$ cat src/rtl/a_ctrls_pkg.sv
// Shared types and defaults for the analog-control frame decoder and encoder.
package a_ctrls_pkg;

    typedef enum logic [3:0] {
        IDLE, HDR1, HDR2, HDR3, SEP_W, HI, LO, CK_SEP, CK_HI, CK_LO
    } dec_state_t;

    // Encodings are visible on err_code, so they are pinned explicitly.
    typedef enum logic [1:0] {
        ERR_SEP   = 2'd0,
        ERR_HEX   = 2'd1,
        ERR_CKSUM = 2'd2,
        ERR_TMO   = 2'd3
    } dec_err_t;

    localparam logic [31:0] DEF_HEADER = 32'h4D45_4153; // "MEAS"
    localparam logic [7:0]  DEF_SEP    = 8'h3A;         // ":"

endpackage

$ cat src/rtl/a_ctrls_hex_nibble.sv
// ASCII hex digit to nibble; shared with the TX-side encoder.
module a_ctrls_hex_nibble (
    input  logic [7:0] char_i,
    output logic [3:0] nibble_o,
    output logic       is_hex_o
);

    // Digits map straight from the low nibble; letters sit 9 below their value.
    always_comb begin
        nibble_o = 4'h0;
        is_hex_o = 1'b0;
        if (char_i >= 8'h30 && char_i <= 8'h39) begin
            nibble_o = char_i[3:0];
            is_hex_o = 1'b1;
        end else if ((char_i >= 8'h41 && char_i <= 8'h46) ||
                     (char_i >= 8'h61 && char_i <= 8'h66)) begin
            nibble_o = char_i[3:0] + 4'd9;
            is_hex_o = 1'b1;
        end
    end

endmodule

$ cat src/rtl/a_ctrls_frame_decoder.sv
// Decodes "HDR:hh:hh...:cc" ASCII frames; commits the value bank only on a
// fully valid frame, otherwise reports the abort cause.
module a_ctrls_frame_decoder
    import a_ctrls_pkg::*;
#(
    parameter int unsigned N_VALUES    = 7,
    parameter logic [31:0] HEADER      = DEF_HEADER,
    parameter logic [7:0]  SEP         = DEF_SEP,
    parameter int unsigned TIMEOUT_CYC = 1_000_000
) (
    input  logic       clk,
    input  logic       reset_n,
    input  logic [7:0] data_in,
    input  logic       data_valid,
    output logic [7:0] values [0:N_VALUES-1],
    output logic       frame_ok,
    output logic       frame_err,
    output logic [1:0] err_code,
    output logic       busy
);

    localparam int unsigned IDX_W = (N_VALUES > 1) ? $clog2(N_VALUES) : 1;
    localparam int unsigned CNT_W = $clog2(TIMEOUT_CYC);

    dec_state_t       state_q, state_d;
    logic [IDX_W-1:0] idx_q, idx_d;
    logic [7:0]       sum_q, sum_d;
    logic [3:0]       hi_q, hi_d;
    logic [CNT_W-1:0] cnt_q, cnt_d;
    logic [7:0]       shadow_q [0:N_VALUES-1];
    logic [7:0]       values_q [0:N_VALUES-1];
    logic             ok_q, err_q;
    dec_err_t         code_q;

    logic             shadow_we, commit, abort;
    dec_err_t         abort_code;
    logic [3:0]       nib;
    logic             is_hex;
    logic [7:0]       byte_val;

    a_ctrls_hex_nibble u_hex (
        .char_i   (data_in),
        .nibble_o (nib),
        .is_hex_o (is_hex)
    );

    assign byte_val = {hi_q, nib};

    // Next-state, datapath enables and abort detection.
    always_comb begin
        state_d    = state_q;
        idx_d      = idx_q;
        sum_d      = sum_q;
        hi_d       = hi_q;
        shadow_we  = 1'b0;
        commit     = 1'b0;
        abort      = 1'b0;
        abort_code = ERR_SEP;
        if (data_valid) begin
            unique case (state_q)
                IDLE: if (data_in == HEADER[31:24]) state_d = HDR1;
                HDR1: if (data_in == HEADER[23:16])     state_d = HDR2;
                      else if (data_in == HEADER[31:24]) state_d = HDR1;
                      else                               state_d = IDLE;
                HDR2: if (data_in == HEADER[15:8])      state_d = HDR3;
                      else if (data_in == HEADER[31:24]) state_d = HDR1;
                      else                               state_d = IDLE;
                HDR3: if (data_in == HEADER[7:0]) begin
                          state_d = SEP_W;
                          idx_d   = '0;
                          sum_d   = 8'h00;
                      end else if (data_in == HEADER[31:24]) state_d = HDR1;
                      else                                    state_d = IDLE;
                SEP_W, CK_SEP: begin
                    if (data_in != SEP) begin
                        abort      = 1'b1;
                        abort_code = ERR_SEP;
                    end else begin
                        state_d = (state_q == SEP_W) ? HI : CK_HI;
                    end
                end
                HI, CK_HI: begin
                    if (!is_hex) begin
                        abort      = 1'b1;
                        abort_code = ERR_HEX;
                    end else begin
                        hi_d    = nib;
                        state_d = (state_q == HI) ? LO : CK_LO;
                    end
                end
                LO: begin
                    if (!is_hex) begin
                        abort      = 1'b1;
                        abort_code = ERR_HEX;
                    end else begin
                        shadow_we = 1'b1;
                        sum_d     = sum_q + byte_val;
                        if (idx_q == IDX_W'(N_VALUES - 1)) begin
                            state_d = CK_SEP;
                        end else begin
                            idx_d   = idx_q + IDX_W'(1);
                            state_d = SEP_W;
                        end
                    end
                end
                CK_LO: begin
                    state_d = IDLE;
                    if (!is_hex) begin
                        abort      = 1'b1;
                        abort_code = ERR_HEX;
                    end else if (byte_val == sum_q) begin
                        commit = 1'b1;
                    end else begin
                        abort      = 1'b1;
                        abort_code = ERR_CKSUM;
                    end
                end
                default: state_d = IDLE;
            endcase
        end else if (state_q != IDLE && cnt_q == CNT_W'(TIMEOUT_CYC - 1)) begin
            // The edge that would take the count to TIMEOUT_CYC aborts instead.
            abort      = 1'b1;
            abort_code = ERR_TMO;
        end
        if (abort) state_d = IDLE;
    end

    // Idle-gap counter: any strobe or being in IDLE restarts it.
    always_comb begin
        cnt_d = cnt_q + CNT_W'(1);
        if (data_valid || state_q == IDLE || abort) cnt_d = '0;
    end

    // Control state, status pulses and the sticky error code.
    always_ff @(posedge clk or negedge reset_n) begin
        if (!reset_n) begin
            state_q <= IDLE;
            idx_q   <= '0;
            sum_q   <= 8'h00;
            hi_q    <= 4'h0;
            cnt_q   <= '0;
            ok_q    <= 1'b0;
            err_q   <= 1'b0;
            code_q  <= ERR_SEP;
        end else begin
            state_q <= state_d;
            idx_q   <= idx_d;
            sum_q   <= sum_d;
            hi_q    <= hi_d;
            cnt_q   <= cnt_d;
            ok_q    <= commit;
            err_q   <= abort;
            if (abort) code_q <= abort_code;
        end
    end

    // Shadow bank collects a frame; the visible bank copies it in one edge.
    always_ff @(posedge clk or negedge reset_n) begin
        if (!reset_n) begin
            for (int i = 0; i < N_VALUES; i++) begin
                shadow_q[i] <= 8'h00;
                values_q[i] <= 8'h00;
            end
        end else begin
            for (int i = 0; i < N_VALUES; i++) begin
                if (shadow_we && idx_q == IDX_W'(i)) shadow_q[i] <= byte_val;
                if (commit) values_q[i] <= shadow_q[i];
            end
        end
    end

    assign values    = values_q;
    assign frame_ok  = ok_q;
    assign frame_err = err_q;
    assign err_code  = code_q;
    assign busy      = (state_q != IDLE);

endmodule

$ cat config.mk
export PLATFORM = sky130hd
export DESIGN_NAME = a_ctrls_frame_decoder
export DESIGN_NICKNAME = d
export VERILOG_FILES = /design/src/rtl/a_ctrls_pkg.sv /design/src/rtl/a_ctrls_hex_nibble.sv /design/src/rtl/a_ctrls_frame_decoder.sv
export SDC_FILE = /design/constraint.sdc
export NUM_CORES = 1
export LEC_CHECK = 0
export ABC_AREA = 1
export ABC_CLOCK_PERIOD_IN_PS = 5500
export CAP_MARGIN = 20
export CORE_ASPECT_RATIO = 1.75
export CORE_UTILIZATION = 37
export CTS_BUF_LIST = sky130_fd_sc_hd__clkbuf_4 sky130_fd_sc_hd__clkbuf_8 sky130_fd_sc_hd__clkbuf_16
export DETAILED_ROUTE_END_ITERATION = 10
export HOLD_SLACK_MARGIN = 0.05
export MAX_ROUTING_LAYER = met4
export PLACE_DENSITY = 0.64
export SLEW_MARGIN = 30
export SYNTH_ARGS = -nofsm -noshare
export SYNTH_HDL_FRONTEND = slang
export SYNTH_SLANG_ARGS = --single-unit
$ cat constraint.sdc
create_clock -name clk -period 5.5 [get_ports clk]
set_input_delay 0.55 -clock clk [delete_from_list [all_inputs] [get_ports clk]]
set_output_delay 0.55 -clock clk [all_outputs]
set_load 0.01 [all_outputs]
==> results of run 1 <==
## flip-flops by register name, summed over array words and instances (netlist names), 2 cells and up
| name | flops |
|---|---|
| shadow_q | 56 |
| values | 56 |
| cnt_q | 20 |
| sum_q | 8 |
| hi_q | 4 |
| state_q | 4 |
| idx_q | 3 |
| err_code | 2 |
## layout make-up
cell class | count | area share [%]
clock buffers | 18 | 5.13
repair buffers | 73 | 8.64
flip-flops and latches | 155 | 45.9
well taps | 238 | 3.53
clock inverters | 14 | 1.88
multi-input cells | 557 | 32.3
inverters | 57 | 2.56
## cells by family (layout without fill, tap and decap cells)
logic type / after synthesis / in the layout / share of synthesized area [%]
AND/OR/NAND/NOR: 416 / 416 / 25.6
AO/OA/AOI/OAI: 105 / 105 / 7.94
flip-flops: 155 / 155 / 55.5
XOR/XNOR: 18 / 18 / 2.26
buffers and inverters: 79 / 162 / 5.34
adder cells (fa/ha/maj): 18 / 18 / 3.33
## per-stage QoR
| stage | setup slack (ns) | total power (µW) | util [%] | area [µm²] | std cells |
|---|---|---|---|---|---|
| final | 1.32 | 2470 | 45.7 | 8450 | 1112 |
| after global routing | 1.02 | 2550 | 45.7 | 8450 | 1112 |
| after CTS | 1.56 | 2490 | 45.6 | 8440 | 1112 |
| after detailed placement | 1.13 | 1310 | 42.4 | 7850 | 1080 |
| after global placement | 1.22 | 1310 | 42.4 | 7850 | 1080 |
| after floorplan | 2.63 | 1240 | - | 6980 | 791 |
## synthesized netlist by cell type, types with 2 or more instances
| cell type | number |
|---|---|
| clkbuf_1 | 4 |
| nor3_1 | 7 |
| nand2_4 | 3 |
| inv_2 | 4 |
| xor2_1 | 10 |
| nand2_2 | 3 |
| nor4_1 | 2 |
| inv_1 | 52 |
| buf_2 | 9 |
| nor2_1 | 45 |
| o21ai_1 | 38 |
| buf_6 | 8 |
| nand3_1 | 15 |
| o211ai_1 | 2 |
| nand3_2 | 7 |
| or2_1 | 3 |
| o21ai_0 | 46 |
| xnor2_1 | 8 |
| nand4_1 | 11 |
| nor2_2 | 5 |
| nand2_1 | 308 |
| dfrtp_1 | 155 |
| ha_1 | 17 |
| a21oi_1 | 11 |
## routing by layer
layer | vias up | share of wire, % | track usage (%)
met3 | 20 | 2.7 | 2.69
met5 | - | 0 | -
met2 | 93 | 54 | 31.2
met4 | 0 | 1.7 | 6.50
met1 | 2499 | 42 | 20.5
li1 | 2676 | - | -
## power breakdown
group	leakage, µW	total (µW)	internal, µW	switching (µW)
combinational	0.00162	130	37.5	92.1
sequential	0.00215	1160	1150	8.96
clock	0.000280	1180	684	495
## path summary, 6_finish.rpt
| path | to | slack (ns) | cells past startpoint |
|---|---|---|---|
| min | values[17]$_DFFE_PN0P_ | 0.22 | 1 |
| max reg2reg | values[35]$_DFFE_PN0P_ | 2.93 | 9 |
| min in group clk | values[20]$_DFFE_PN0P_ | 0.47 | 2 |
| max | values[35]$_DFFE_PN0P_ | 1.32 | 18 |
| max in group asynchronous | shadow_q[43]$_DFFE_PN0P_ | 4.07 | 2 |
| min reg2reg | values[20]$_DFFE_PN0P_ | 0.47 | 2 |
## worst register-to-register path, stage by stage (launching register included)
cell and delay (ns):
dfrtp_1 0.41, ha_1 0.34, nor3_1 0.17, nand3_1 0.10, nor2_1 0.16, nand2_2 0.10
nor3_4 0.16, clkinv_2 0.63, nand2_1 0.26, o21ai_0 0.10
==> reports/qor.csv, run 1 <==
metric,value,unit
status,"complete, no violations",
Worst Hold Class,input pin to async pin,
die height,184,µm
via density per instance,4.76,
core area,18500,µm²
register area,3880,µm²
Worst Setup SP,data_in[0],
synthesis-to-layout area growth,20.9,%
Die X,106,µm
worst-path maximum fanout,57,
syn_nets,820,
gr usage total,17.8,%
vias in the first global route,5232,
# rows,66,
CTS max path bufs,2,
"delay-heaviest family, CP",simple AND/OR/NAND/NOR gates,
Routed WL,15.6,mm
critical path class,input pin to flop,
area of the die,19400,µm²
Pre-antenna DRT Iters,4,
clock latency on the worst-skew pair,0.42,ns
GPL Wtd Cong,0.863,
post-CTS setup buffer count,0,
Post-synth EDFFs,0,
TritonCTS clock tree,done,
clk sinks,155,
root buf cell,clkbuf_16,
Worst Clk Skew,0.0101,ns
fraction of registers with async set/reset,100,%
Synth cell types,42,
synth warn,0,
largest area contributor in the netlist,dfrtp_1,
H-Tree Depth,4,
area occupied by multi-input gates,2730,µm²
Final setup viols,0,
RSZ-0062 raised after global routing,false,
initial antenna violation count,0,
GRT Residual Overflow,0,
Final min period,4.18,ns
top-area cell type share of the netlist area,55.5,%
Fillers,1865,
critical path arrival,4.45,ns
"commonest non-fill, non-tap cells in the layout","nand2_1, dfrtp_1, clkdlybuf4s50_1, inv_1, o21ai_0",
final hold violation count,0,
clock transition at the registers of the reported paths,0.06,ns
Crit-path slowest cell,clkinv_2,
Synth Instances,791,
CP endpoint kind,flop,
vias after detailed routing,5288,
Starting Density,37.8,%
prevailing post-synth register cell,dfrtp_1,
diode count,0,
syn_area_per_cell,8.83,µm²
number of gates resized after CTS,0,
pwr/cell area,292,nW/µm²
crit-path cells,"clkdlybuf4s50_1, inv_1, ha_1, nor2_1, nand2_1, nand3_2, nand2_1, xor2_1, nor2_1, ha_1, nor2_1, nand3_1, nor2_1, nand2_2, nor3_4, clkinv_2, nand2_1, o21ai_0",
largest net degree at the start of global routing,104,
Worst Tran Pin Value,0.824,ns
DP HPWL,10.7,mm
layout cells sized above 1,7.55,%
post-synthesis sequential area ratio,55.5,%
peak supply drop,0.162,mV
Fmax,0.239,GHz
# Max-Cap Violations,0,
first-pass GRT wire length,26.2,mm
DRC Markers,0,
pins over their slew limit,0,
leakage power,0.00406,µW
ANT nets after route,0,
CTS buffer count,17,
worst r2r src,sum_q[1]$_DFFE_PN0P_,
relative slew slack,44.7,%
Final period util,76.0,%
CP max stage delay,0.63,ns
WP buf/inv,3,
drt wl/cell,14.0,µm
"most common cell after layout, fill and taps aside",nand2_1,
hold_buf cts,0,
"flops & latches, synth",155,
number of DRC markers in iteration 0,312,
most frequent CP cell,nor2_1,
port bufs,71,
startpoint types,input pin,
Min Hold Slack,0.224,ns
total negative slack,0,ns
Top Ports,72,
data required time at the worst endpoint,5.77,ns
cell area after synthesis,6980,µm²
"top cells by area, synth","dfrtp_1, nand2_1, o21ai_0, ha_1, inv_1",
Layout Nets,890,
No activity file was read; power rests on OpenSTA's default activity.
==> run 2, diff against run 1 <==
ABC_CLOCK_PERIOD_IN_PS = 3600   (was 5500)
PLACE_DENSITY = 0.66   (was 0.64)
clock period = 3.6 ns   (was 5.5 ns; I/O delays follow)
==> run 2 against run 1 <==
Largest cell class unchanged. Highest routed layer unchanged. Global-route usage is 0.19 points lower. First-iteration DRC count is 22% lower. Critical endpoint unchanged. Final cell count is 0.90% higher. Sequential share of layout area is 0.81 points lower. Die area stayed put. Register-to-register slack worse by 1.5 ns. Critical path depth is 1 higher. Clock-buffer cell count is 3 higher. Routed wire length is 1.7% lower. Non-clock buffer count is 10 higher. Sequential cell count stayed put. Critical path type unchanged.
==> reports/qor.csv, run 2 (same netlist as run 1, synthesis figures left out) <==
metric,value,unit
Worst Clk Skew,0.00891,ns
Pre-antenna DRT Iters,6,
Worst Tran Pin Value,0.808,ns
hold_buf cts,1,
port bufs,71,
combinational share of power,5.4,%
H-Tree Depth,4,
Sw Ratio,22.9,%
pwr/cell area,450,nW/µm²
RSZ-0062 raised after global routing,false,
"most common cell after layout, fill and taps aside",nand2_1,
register area,3880,µm²
vias after detailed routing,5355,
number of DRC markers in iteration 0,242,
ANT nets after route,0,
DRC Markers,0,
Fillers,1813,
largest net degree at the start of global routing,77,
CP max stage delay,0.54,ns
fin cells,1122,
critical path class,input pin to flop,
Fmax,0.312,GHz
Worst path depth,19,
CTS buffer count,17,
Die X,106,µm
CP endpoint kind,flop,
data required time at the worst endpoint,3.89,ns
core area,18500,µm²
Cells after DPL,1089,
area occupied by multi-input gates,2730,µm²
relative slew slack,46.0,%
worst r2r src,cnt_q[0]$_DFF_PN0_,
hold path cells,2,
# rows,66,
Sw Pwr,885,µW
R2R cell count,8,
final hold violation count,0,
GPL Wtd Cong,0.902,
pins over their slew limit,0,
first-pass GRT wire length,26.0,mm
critical path arrival,3.49,ns
"commonest non-fill, non-tap cells in the layout","nand2_1, dfrtp_1, clkdlybuf4s50_1, inv_1, o21ai_0",
area of the die,19400,µm²
Crit-path slowest cell,clkdlybuf4s50_1,
diode count,0,
Final setup viols,0,
r2r setup slk,1.39,ns
number of gates resized after CTS,0,
Worst Hold Class,flop to flop,
Worst Setup SP,data_in[0],
clock latency on the worst-skew pair,0.42,ns
layout cells sized above 1,8.48,%
# Max-Cap Violations,0,
drt wl/cell,13.7,µm
DP HPWL,10.7,mm
die height,184,µm
gr usage total,17.6,%
Clk pwr share,48.8,%
Final Util,46.5,%
root buf cell,clkbuf_16,
startpoint types,input pin,
crit path to,values[35]$_DFFE_PN0P_,
Starting Density,37.8,%
vias in the first global route,5304,
via density per instance,4.77,
Final period util,88.9,%
post-CTS setup buffer count,0,
CTS max path bufs,2,
clock transition at the registers of the reported paths,0.06,ns
Total Power Consumption,3870,µW
"delay-heaviest family, CP",simple AND/OR/NAND/NOR gates,
Top Ports,72,
Final min period,3.20,ns
internal power,2980,µW
Routed WL,15.3,mm
synthesis-to-layout area growth,23.1,%
register share of total power,45.8,%
TritonCTS clock tree,done,
peak supply drop,0.276,mV
WP buf/inv,4,
leakage power,0.00414,µW
crit-path cells,"clkdlybuf4s50_1, inv_1, ha_1, nor2_1, nand2_1, nand3_2, nand2_1, xor2_1, nor2_1, ha_1, nor3_1, nand3_1, nor2_1, nand2_2, nor3_4, inv_2, buf_12, nand2_1, o21ai_0",
GRT Residual Overflow,0,
RR Endpoint,cnt_q[19]$_DFF_PN0_,
Layout Nets,900,
clk sinks,155,
worst-path maximum fanout,57,
Min Hold Slack,0.470,ns
initial antenna violation count,0,
status,"complete, no violations",
[run 2: through the flow]
| stage | TNS, ns | setup slack, ns | instance area [µm²] |
|---|---|---|---|
| floorplan | 0 | 0.919 | 6980 |
| global placement | 0 | 0.0333 | 7960 |
| detailed placement | -0.233 | -0.0346 | 7960 |
| CTS | 0 | 0.402 | 8600 |
| global route | 0 | 0.145 | 8600 |
| finish | 0 | 0.399 | 8600 |
[run 2: cell type report]
type	instances	area share, %
Multi-Input combinational cell	557	31.8
Tap cell	238	3.46
Clock buffer	21	5.52
Sequential cell	155	45.1
Timing Repair Buffer	83	9.79
Inverter	57	2.50
Clock inverter	11	1.83
[run 2: power groups by stage]
stage          Sequential, µW  Clock, µW  Combinational [µW]
6_report                 1770       1890                 208
5_1_grt                  1770       1990                 234
2_1_floorplan            1800          0                 104
4_1_cts                  1770       1920                 212
3_5_place_dp             1800          0                 211
3_3_place_gp             1800          0                 209
[run 2: layer usage]
metal  global-route usage (%)  wire length [µm]
met2                     30.5              8230
met3                     2.76               439
met4                     7.22               340
met1                     20.2              6330
met5                        -                 0
[run 2: tightest hold or removal path: cells and delay by family (launching register included)]
family	cells	cell delay, ns
flops	1	0.34
simple gates	2	0.09
[run 2: how the worst min path moves through the flow]
stage | startpoint | endpoint
floorplan | reset_n | cnt_q[0]$_DFF_PN0_
finish | values[26]$_DFFE_PN0P_ | values[26]$_DFFE_PN0P_
detailed placement | reset_n | sum_q[2]$_DFFE_PN0P_
global route | shadow_q[24]$_DFFE_PN0P_ | values[24]$_DFFE_PN0P_
CTS | cnt_q[0]$_DFF_PN0_ | cnt_q[0]$_DFF_PN0_
global placement | reset_n | sum_q[0]$_DFFE_PN0P_
